### config.mk
export PLATFORM = sky130hd
export DESIGN_NAME = ntt_bfly_stage
export DESIGN_NICKNAME = d
export VERILOG_FILES = /design/src/rtl/ntt_bfly_stage.sv
export SDC_FILE = /design/constraint.sdc
export NUM_CORES = 1
export LEC_CHECK = 0
export BUFFER_PORTS_ARGS = -buffer_cell sky130_fd_sc_hd__buf_2
export CORE_MARGIN = 4
export CORE_UTILIZATION = 26
export DETAILED_ROUTE_END_ITERATION = 10
export PLACE_DENSITY = 0.39
export SYNTH_ARGS = -nofsm -noshare
export SYNTH_HDL_FRONTEND = slang
export SYNTH_SLANG_ARGS = --single-unit
export TNS_END_PERCENT = 50
### constraint.sdc
create_clock -name clk_i -period 38.5 [get_ports clk_i]
set_clock_uncertainty 0.05 [all_clocks]
set_input_delay 5.775 -clock clk_i [delete_from_list [all_inputs] [get_ports clk_i]]
set_output_delay 5.775 -clock clk_i [all_outputs]
set_load 0.02 [all_outputs]
### src/rtl/ntt_bfly_stage.sv
// Pipelined NTT butterfly: Cooley-Tukey forward / Gentleman-Sande inverse, per-pair mode tag.
// Optional macro NTT_INV_HALVE_EN adds a stage scaling inverse outputs by 2^-1 mod Q.
module ntt_bfly_stage #(
  parameter int WIDTH   = 12,
  parameter int Q       = 3329,
  parameter int LOGN    = 8,
  parameter int STAGE   = 0,
  parameter int MUL_LAT = 3
) (
  input  logic                 clk_i,
  input  logic                 rst_ni,
  input  logic                 in_en_i,
  input  logic [2*WIDTH-1:0]   in_i,
  input  logic                 mode_i,
  output logic [LOGN-2:0]      rom_addr_o,
  output logic                 rom_inv_o,
  input  logic [WIDTH-1:0]     rom_data_i,
  output logic                 out_en_o,
  output logic [2*WIDTH-1:0]   out_o,
  output logic                 out_last_o
);

  localparam int PW = LOGN - 1;
  localparam logic [PW-1:0]      PCNT_MAX = '1;
  localparam logic [WIDTH:0]     QE = (WIDTH+1)'(Q);
  localparam logic [2*WIDTH-1:0] QW = (2*WIDTH)'(Q);

  function automatic logic [WIDTH-1:0] mod_add(input logic [WIDTH-1:0] x, input logic [WIDTH-1:0] y);
    logic [WIDTH:0] s;
    s = {1'b0, x} + {1'b0, y};
    if (s >= QE) s = s - QE;
    return WIDTH'(s);
  endfunction

  function automatic logic [WIDTH-1:0] mod_sub(input logic [WIDTH-1:0] x, input logic [WIDTH-1:0] y);
    logic [WIDTH:0] s;
    s = {1'b0, x} - {1'b0, y};
    if (x < y) s = s + QE;
    return WIDTH'(s);
  endfunction

  // pair counter and frame mode
  logic [PW-1:0] pcnt_q, pcnt_d;
  logic          frame_mode_q, frame_mode_d;
  logic          cur_mode;

  assign cur_mode   = (pcnt_q == '0) ? mode_i : frame_mode_q;
  assign rom_addr_o = rst_ni ? (pcnt_q >> STAGE) : '0;
  assign rom_inv_o  = rst_ni ? cur_mode : mode_i;

  always_comb begin
    pcnt_d       = pcnt_q;
    frame_mode_d = frame_mode_q;
    if (in_en_i) begin
      pcnt_d = pcnt_q + PW'(1);
      if (pcnt_q == '0) frame_mode_d = mode_i;
    end
  end

  always_ff @(posedge clk_i) begin
    if (!rst_ni) begin
      pcnt_q       <= '0;
      frame_mode_q <= 1'b0;
    end else begin
      pcnt_q       <= pcnt_d;
      frame_mode_q <= frame_mode_d;
    end
  end

  // stage 1: forward registers a,b as-is; inverse registers a+b, a-b
  logic [WIDTH-1:0] a_in, b_in, s1_x_d, s1_y_d;
  logic [WIDTH-1:0] s1_x_q, s1_y_q;
  logic             s1_v_q, s1_m_q, s1_l_q;

  assign a_in   = in_i[2*WIDTH-1:WIDTH];
  assign b_in   = in_i[WIDTH-1:0];
  assign s1_x_d = cur_mode ? mod_add(a_in, b_in) : a_in;
  assign s1_y_d = cur_mode ? mod_sub(a_in, b_in) : b_in;

  always_ff @(posedge clk_i) begin
    if (!rst_ni) begin
      s1_v_q <= 1'b0;
      s1_m_q <= 1'b0;
      s1_l_q <= 1'b0;
      s1_x_q <= '0;
      s1_y_q <= '0;
    end else begin
      s1_v_q <= in_en_i;
      s1_m_q <= cur_mode;
      s1_l_q <= in_en_i && (pcnt_q == PCNT_MAX);
      s1_x_q <= s1_x_d;
      s1_y_q <= s1_y_d;
    end
  end

  // modular multiplier, MUL_LAT register stages; rom_data lands aligned with stage 1
  logic [2*WIDTH-1:0] prod;
  logic [WIDTH-1:0]   mul_res;
  logic [WIDTH-1:0]   mp_q [MUL_LAT];
  logic [WIDTH-1:0]   mx_q [MUL_LAT];
  logic               mv_q [MUL_LAT];
  logic               mm_q [MUL_LAT];
  logic               ml_q [MUL_LAT];

  assign prod    = (2*WIDTH)'(s1_y_q) * (2*WIDTH)'(rom_data_i);
  assign mul_res = WIDTH'(prod % QW);

  always_ff @(posedge clk_i) begin
    if (!rst_ni) begin
      for (int i = 0; i < MUL_LAT; i++) begin
        mp_q[i] <= '0;
        mx_q[i] <= '0;
        mv_q[i] <= 1'b0;
        mm_q[i] <= 1'b0;
        ml_q[i] <= 1'b0;
      end
    end else begin
      mp_q[0] <= mul_res;
      mx_q[0] <= s1_x_q;
      mv_q[0] <= s1_v_q;
      mm_q[0] <= s1_m_q;
      ml_q[0] <= s1_l_q;
      for (int i = 1; i < MUL_LAT; i++) begin
        mp_q[i] <= mp_q[i-1];
        mx_q[i] <= mx_q[i-1];
        mv_q[i] <= mv_q[i-1];
        mm_q[i] <= mm_q[i-1];
        ml_q[i] <= ml_q[i-1];
      end
    end
  end

  // result stage: forward does the add/sub here, inverse just registers
  logic [WIDTH-1:0]   x_m, p_m, r0_d, r1_d;
  logic               v_m, m_m, l_m;
  logic [2*WIDTH-1:0] r_d_q;
  logic               r_v_q, r_l_q;

  assign x_m  = mx_q[MUL_LAT-1];
  assign p_m  = mp_q[MUL_LAT-1];
  assign v_m  = mv_q[MUL_LAT-1];
  assign m_m  = mm_q[MUL_LAT-1];
  assign l_m  = ml_q[MUL_LAT-1];
  assign r0_d = m_m ? x_m : mod_add(x_m, p_m);
  assign r1_d = m_m ? p_m : mod_sub(x_m, p_m);

  always_ff @(posedge clk_i) begin
    if (!rst_ni) begin
      r_v_q <= 1'b0;
      r_l_q <= 1'b0;
      r_d_q <= '0;
    end else begin
      r_v_q <= v_m;
      r_l_q <= v_m && l_m;
      if (v_m) r_d_q <= {r0_d, r1_d};
    end
  end

`ifdef NTT_INV_HALVE_EN
  function automatic logic [WIDTH-1:0] halve(input logic [WIDTH-1:0] x);
    logic [WIDTH:0] s;
    if (x[0]) s = ({1'b0, x} + QE) >> 1;
    else      s = {1'b0, x} >> 1;
    return WIDTH'(s);
  endfunction

  logic               r_m_q;
  logic [2*WIDTH-1:0] h_d_q;
  logic               h_v_q, h_l_q;

  always_ff @(posedge clk_i) begin
    if (!rst_ni) r_m_q <= 1'b0;
    else         r_m_q <= m_m;
  end

  always_ff @(posedge clk_i) begin
    if (!rst_ni) begin
      h_v_q <= 1'b0;
      h_l_q <= 1'b0;
      h_d_q <= '0;
    end else begin
      h_v_q <= r_v_q;
      h_l_q <= r_l_q;
      if (r_v_q) begin
        h_d_q <= r_m_q ? {halve(r_d_q[2*WIDTH-1:WIDTH]), halve(r_d_q[WIDTH-1:0])} : r_d_q;
      end
    end
  end

  assign out_en_o   = h_v_q;
  assign out_last_o = h_l_q;
  assign out_o      = h_d_q;
`else
  assign out_en_o   = r_v_q;
  assign out_last_o = r_l_q;
  assign out_o      = r_d_q;
`endif

endmodule

==> results by group, run 1 <==
Outcome
  • Status: complete, no violations

Logic synthesis
  • Yosys cell types: 130
  • #FFs+latches synth: 142
  • Syn Nets: 2591
  • Synth warn: 0
  • Seq/Total Area, Yosys: 15.4%
  • Post-synth EDFFs: 0
  • Commonest register cell after synthesis: dfxtp_1
  • Synthesized area: 18400 sq um
  • Syn Inst Count: 2325
  • Syn_area_per_cell: 7.92 sq um
  • Async S/R FF share, synth: 0%

Global route
  • Pin count of the biggest net entering global routing: 89
  • Total gr overflow: 0
  • Gr busiest metal: met2
  • Met2 usage in global routing: 23.7%
  • GR Util met1: 19.3%
  • GR Util met3: 1.04%
  • Vias in the first global route: 16076
  • Total GRT Usage: 14.0%
  • Initial antenna violation count: 4
  • First-pass GRT wire length: 87000 microns

Finish
  • Area Overhead vs Synth: 9.17%
  • Layout Cells excl Fill: 3272
  • Design area: 20100 sq um
  • Share of layout cells above drive strength 1: 9.31%
  • Fin nets: 2583
  • Layout fillers: 7647

CTS
  • Post CTS Setup Buffer Count: 0
  • # hold bufs at CTS: 0
  • Clk_lat worst skew: 0.43 ns
  • Number of gates resized after cts: 0
  • Max H-tree Level: 4
  • Clk sinks: 142
  • TritonCTS Buffers: 17
  • Clock root cell: clkbuf_16
  • CTS clock-pin slew for the worst setup and hold paths: 0.07 ns
  • Bufs on Longest Clock Path: 2
  • TritonCTS clock tree: built

Timing
  • Final min period: 24.49 ns
  • Final Hold Violating Endpoints: 0
  • Worst slew pin tran: 1.08 ns
  • Max Freq: 40.8 MHz
  • Slew margin rel.: 28.2%
  • Max-slew violation count: 0
  • Tcrit/Tclk final: 63.6%
  • Post-route setup TNS: 0 ns
  • Count of final setup violators: 0
  • RSZ-0062 raised after global routing: false
  • Worst hold margin: 0.379 ns

Floorplan
  • I/O pins: 74
  • Die Span Y: 274 microns
  • Row count: 97
  • Chip width: 274 microns
  • Die ar.: 75100 sq um
  • Starting Density: 26.2%
  • Core box area: 70100 sq um

Critical path
  • Crit path to: mp_q[0][1]
  • Crit path max-delay family: compound AO/OA/AOI/OAI gates
  • Reg2reg path depth: 62
  • Reg-to-reg startpoint: s1_y_q[6]
  • R2R setup slack: 18.89 ns
  • R2r endpoint: mp_q[0][1]
  • CP dominant cell by count: inv_1
  • Critical Path Source Type: input port
  • CP startpoint: rom_data_i[5]
  • Slowest-stage cell, CP: o32ai_1
  • Crit path depth: 63
  • Crit path buf inv count: 8
  • Worst path max stage delay: 0.85 ns
  • CP required: 38.81 ns
  • WP data arrival: 24.79 ns
  • Critical path class: input port to flop
  • Setup crit end kind: flop
  • Top fanout value on the critical path: 19

Detailed routing
  • DR iter-0 viols: 971
  • WL final: 52700 microns
  • DR vias/cell: 4.96
  • Antenna Nets Post-Route: 0
  • Via count: 16230
  • Residual DRC: 0
  • Mean routed wirelength per cell: 16.1 microns
  • Drt first pass iters: 5

Flow run
  • Max Cap Viol: 0

Placement
  • Placed inst area: 19500 sq um
  • I/O Buffers: 73
  • Cells after DPL: 3238
  • Final GP Congestion: 0.835
  • DPL Wire Length: 42900 microns

Worst hold path
  • Hold path cells: 1
  • Min-delay worst type: flop to flop
## cell families (layout without fill, tap and decap cells)
logic type | count (synthesis) | count (layout) | synth area share [%]
flip-flops | 142 | 142 | 15.4
other | 0 | 2 | 0
XOR/XNOR | 168 | 168 | 8.44
AND/OR/NAND/NOR | 869 | 869 | 24.3
AO/OA/AOI/OAI | 579 | 579 | 23.4
multiplexers | 39 | 39 | 2.20
buffers and inverters | 300 | 305 | 6.57
adder cells (fa/ha/maj) | 228 | 228 | 19.7
## worst reg2reg max path: cells and delay by family (launching register included)
kind	cells	cell delay (ns)
fa+ha+maj	8	3.47
compound gates	22	7.06
buf+inv	7	0.59
xor+xnor	4	1.43
mux	2	1.10
flops	1	0.71
simple gates	19	5.13
## Yosys cell counts, types with 17 or more instances
library cell,n,share of area [%]
mux2i_1,30,1.6
nor2_1,188,3.8
and2_1,147,5.0
clkbuf_1,76,1.5
and3_1,31,1.1
xnor2_1,114,5.4
xor2_1,46,2.2
nand4_1,22,0.75
a21oi_1,145,3.9
nor4_1,18,0.61
or3_1,24,0.82
o21ai_1,26,0.71
inv_1,192,3.9
a211oi_1,27,1.1
buf_2,18,0.49
nor3_1,44,1.2
nand2b_1,17,0.58
fa_1,104,11
dfxtp_1,142,15
nand3_1,55,1.5
o21bai_1,28,1.1
o21ai_0,67,1.8
ha_1,122,8.3
nand2_1,242,4.9
a21o_1,31,1.3
## how the worst min path moves through the flow
stage | end | slack (ns) | from
4_1_cts | mp_q[0][25] | 0.38 | mp_q[0][13]
6_report | mp_q[0][14] | 0.38 | mp_q[0][2]
2_1_floorplan | ml_q[0][0] | 0.36 | s1_l_q
3_5_place_dp | mp_q[0][15] | 0.37 | mp_q[0][3]
3_3_place_gp | mp_q[0][17] | 0.37 | mp_q[0][5]
5_1_grt | mp_q[0][17] | 0.39 | mp_q[0][5]
## flip-flops by register name, summed over array words and instances (netlist names)
register	count
mx_q	36
out_en_o	1
s1_y_q	12
ml_q	3
out_last_o	1
out_o	24
s1_v_q	1
s1_m_q	1
s1_x_q	12
frame_mode_q	1
s1_l_q	1
pcnt_q	7
mv_q	3
mp_q	36
mm_q	3
## per-stage QoR
| stage | utilization (%) | setup WS, ns |
|---|---|---|
| after floorplan | - | 16.55 |
| after global placement | 27.8 | 13.81 |
| after detailed placement | 27.8 | 13.65 |
| after CTS | 28.6 | 14.11 |
| after global routing | 28.6 | 12.43 |
| final | 28.6 | 14.01 |
## cell type report
class                           instances  area [sq um]  area share, %
Timing Repair Buffer                   80           418           2.08
Antenna cell                            2          5.00         0.0249
Inverter                              193           724           3.60
Sequential cell                       142          2840           14.1
Multi-Input combinational cell       1883         14400           71.4
Tap cell                              940          1180           5.85
Clock inverter                         15           148          0.735
Clock buffer                           17           425           2.12
## cell usage in the layout (no fill, tap or decap), drive strengths merged, types with 15 or more instances in the layout
cell / instances
a21oi: 152
and2: 147
a211oi: 34
and3: 35
a31oi: 17
mux2i: 31
a21o: 32
nor4: 21
nor3: 46
xor2: 46
buf: 80
o211ai: 22
ha: 122
o21bai: 28
a2111oi: 15
o21a: 15
dfxtp: 142
o21ai: 97
nand2b: 17
xnor2: 122
or3: 25
fa: 104
nand2: 245
nand4: 23
inv: 201
nand3: 58
clkbuf: 17
nor2: 190
## routing by layer
metal	wire, microns	part of all wire, %
met1	25700	49
met2	24700	47
met3	1500	2.8
met4	864	1.6
met5	0	0
Power of run 1 is left out: the tool's default activity adds up to more than one toggle a clock period on the data nets, which glitch-free logic cannot reach.
==> run 2: changes to the inputs <==
Settings changed: PLACE_DENSITY 0.39 to 0.41.
Clock period 38.5 ns to 21.4 ns, I/O delays scaled along.
==> results by group, run 2 (synthesis results as in run 1) <==
Outcome
  • Status: complete, no violations

Placement
  • DPL Wire Length: 43000 microns
  • I/O Buffers: 73
  • Final GP Congestion: 0.830
  • Place WS: -0.0879 ns
  • Placed inst area: 19700 sq um

Critical path
  • Critical Path Source Type: input port
  • R2r endpoint: mp_q[0][1]
  • Reg2reg path depth: 59
  • Crit path max-delay family: simple AND/OR/NAND/NOR gates
  • Critical path class: input port to flop
  • Setup crit end kind: flop
  • Reg-to-reg startpoint: s1_y_q[7]
  • Crit path buf inv count: 5
  • R2R setup slack: 3.31 ns
  • CP startpoint: rom_data_i[5]
  • Worst path max stage delay: 0.58 ns
  • CP dominant cell by count: fa_1
  • CP required: 21.72 ns
  • WP data arrival: 20.72 ns
  • Slowest-stage cell, CP: or4_4
  • Top fanout value on the critical path: 19

CTS
  • Clk_lat worst skew: 0.43 ns
  • Bufs on Longest Clock Path: 2
  • TritonCTS Buffers: 17
  • Max H-tree Level: 4
  • Clock root cell: clkbuf_16
  • TritonCTS clock tree: built
  • Clk sinks: 142
  • CTS clock-pin slew for the worst setup and hold paths: 0.06 ns

Finish
  • Share of layout cells above drive strength 1: 11.3%
  • Commonest non-fill, non-tap cells in the layout: nand2_1, inv_1, nor2_1
  • Commonest non-fill, non-tap cell in the layout: nand2_1
  • Fin nets: 2607
  • Design area: 20500 sq um
  • Layout fillers: 7569
  • Area Overhead vs Synth: 11.4%

Global route
  • Total gr overflow: 0
  • Initial antenna violation count: 4
  • Pin count of the biggest net entering global routing: 89
  • First-pass GRT wire length: 86600 microns
  • Vias in the first global route: 16334
  • Total GRT Usage: 13.9%

Floorplan
  • Die Span Y: 274 microns
  • Row count: 97
  • I/O pins: 74
  • Core box area: 70100 sq um
  • Chip width: 274 microns
  • Starting Density: 26.2%
  • Die ar.: 75100 sq um

Worst hold path
  • Hold path cells: 1
  • Critical hold path startpoint: mp_q[0][19]
  • Hold EP: mp_q[0][31]
  • Min-delay worst type: flop to flop

Detailed routing
  • M1 wire length: 25600 microns
  • Antenna Nets Post-Route: 0
  • WL final: 53200 microns
  • DR vias/cell: 4.98
  • Residual DRC: 0
  • Met2 WL: 25400 microns
  • Mean routed wirelength per cell: 16.2 microns
  • Met3 WL post-DR: 1500 microns
  • Max layer used: met4
  • DR iter-0 viols: 894
  • Via count: 16391
  • Drt first pass iters: 5

Timing
  • Count of final setup violators: 0
  • Final worst slack: 0.993 ns
  • Final Hold Violating Endpoints: 0
  • Post-route setup TNS: 0 ns
  • Worst slew pin tran: 1.02 ns
  • Worst hold margin: 0.378 ns
  • Slew margin rel.: 32.0%
  • Max-slew violation count: 0
  • Final min period: 20.41 ns
  • Max Freq: 49.0 MHz
  • Tcrit/Tclk final: 95.4%

Flow run
  • Max Cap Viol: 0
==> run 2: changes by cell type in the layout (fill, tap and decap cells not counted), sizes merged <==
cell and change:
diode -1, clkbuf +3, bufinv +4, clkinv -3, inv -3, clkinvlp -2, buf +24
==> run 2: worst register-to-register path: cells and delay by family, from the launching register on <==
kind                     cells  cell delay [ns]
XOR/XNOR                     4             1.08
AO/OA/AOI/OAI               20             5.59
adder cells (fa/ha/maj)      8             3.52
AND/OR/NAND/NOR             21             6.13
multiplexers                 2             0.76
flip-flops                   1             0.71
buffers and inverters        4             0.19
==> run 2: per-layer routing <==
layer / global-route usage [%] / vias to the layer above
met5: 0 / -
met4: 3.24 / 0
met3: 1.24 / 50
met2: 24.1 / 280
met1: 18.7 / 7919
li1: - / 8142
==> run 2: metrics by stage <==
stage | cells | util [%]
final | 3294 | 29.2
after global routing | 3294 | 29.2
after CTS | 3287 | 28.9
after detailed placement | 3256 | 28.0
after global placement | 3256 | 28.0
after floorplan | 2325 | -
==> run 2: layout make-up <==
type / instances / area, sq um / share of cell area, %
clock buffer: 20 / 447 / 2.18
timing repair buffer: 104 / 598 / 2.92
multi-input combinational: 1883 / 14500 / 70.9
clock inverter: 11 / 180 / 0.879
sequential: 142 / 2840 / 13.9
antenna: 1 / 2.50 / 0.0122
inverter: 193 / 724 / 3.53
tap: 940 / 1180 / 5.74
==> run 2: what timing repair did <==
action / 4_1_cts / 5_1_grt
resized for setup: 0 / 35
hold buffers: 0 / 0
setup buffers: 0 / 6
endpoints found under the hold margin: 0 / 0
endpoints found under the setup margin: 0 / 12
==> run 2: how the worst max path moves through the flow <==
| stage | end | slack, ns | depth (start not counted) |
|---|---|---|---|
| 6_report | mp_q[0][1] | 0.99 | 60 |
| 5_1_grt | mp_q[0][4] | -0.01 | 63 |
| 4_1_cts | mp_q[0][1] | 0.33 | 61 |
| 3_5_place_dp | mp_q[0][1] | -0.09 | 61 |
| 3_3_place_gp | mp_q[0][1] | 0.21 | 58 |
| 2_1_floorplan | mp_q[0][7] | 2.01 | 68 |
Power of run 2 is left out for the same reason.
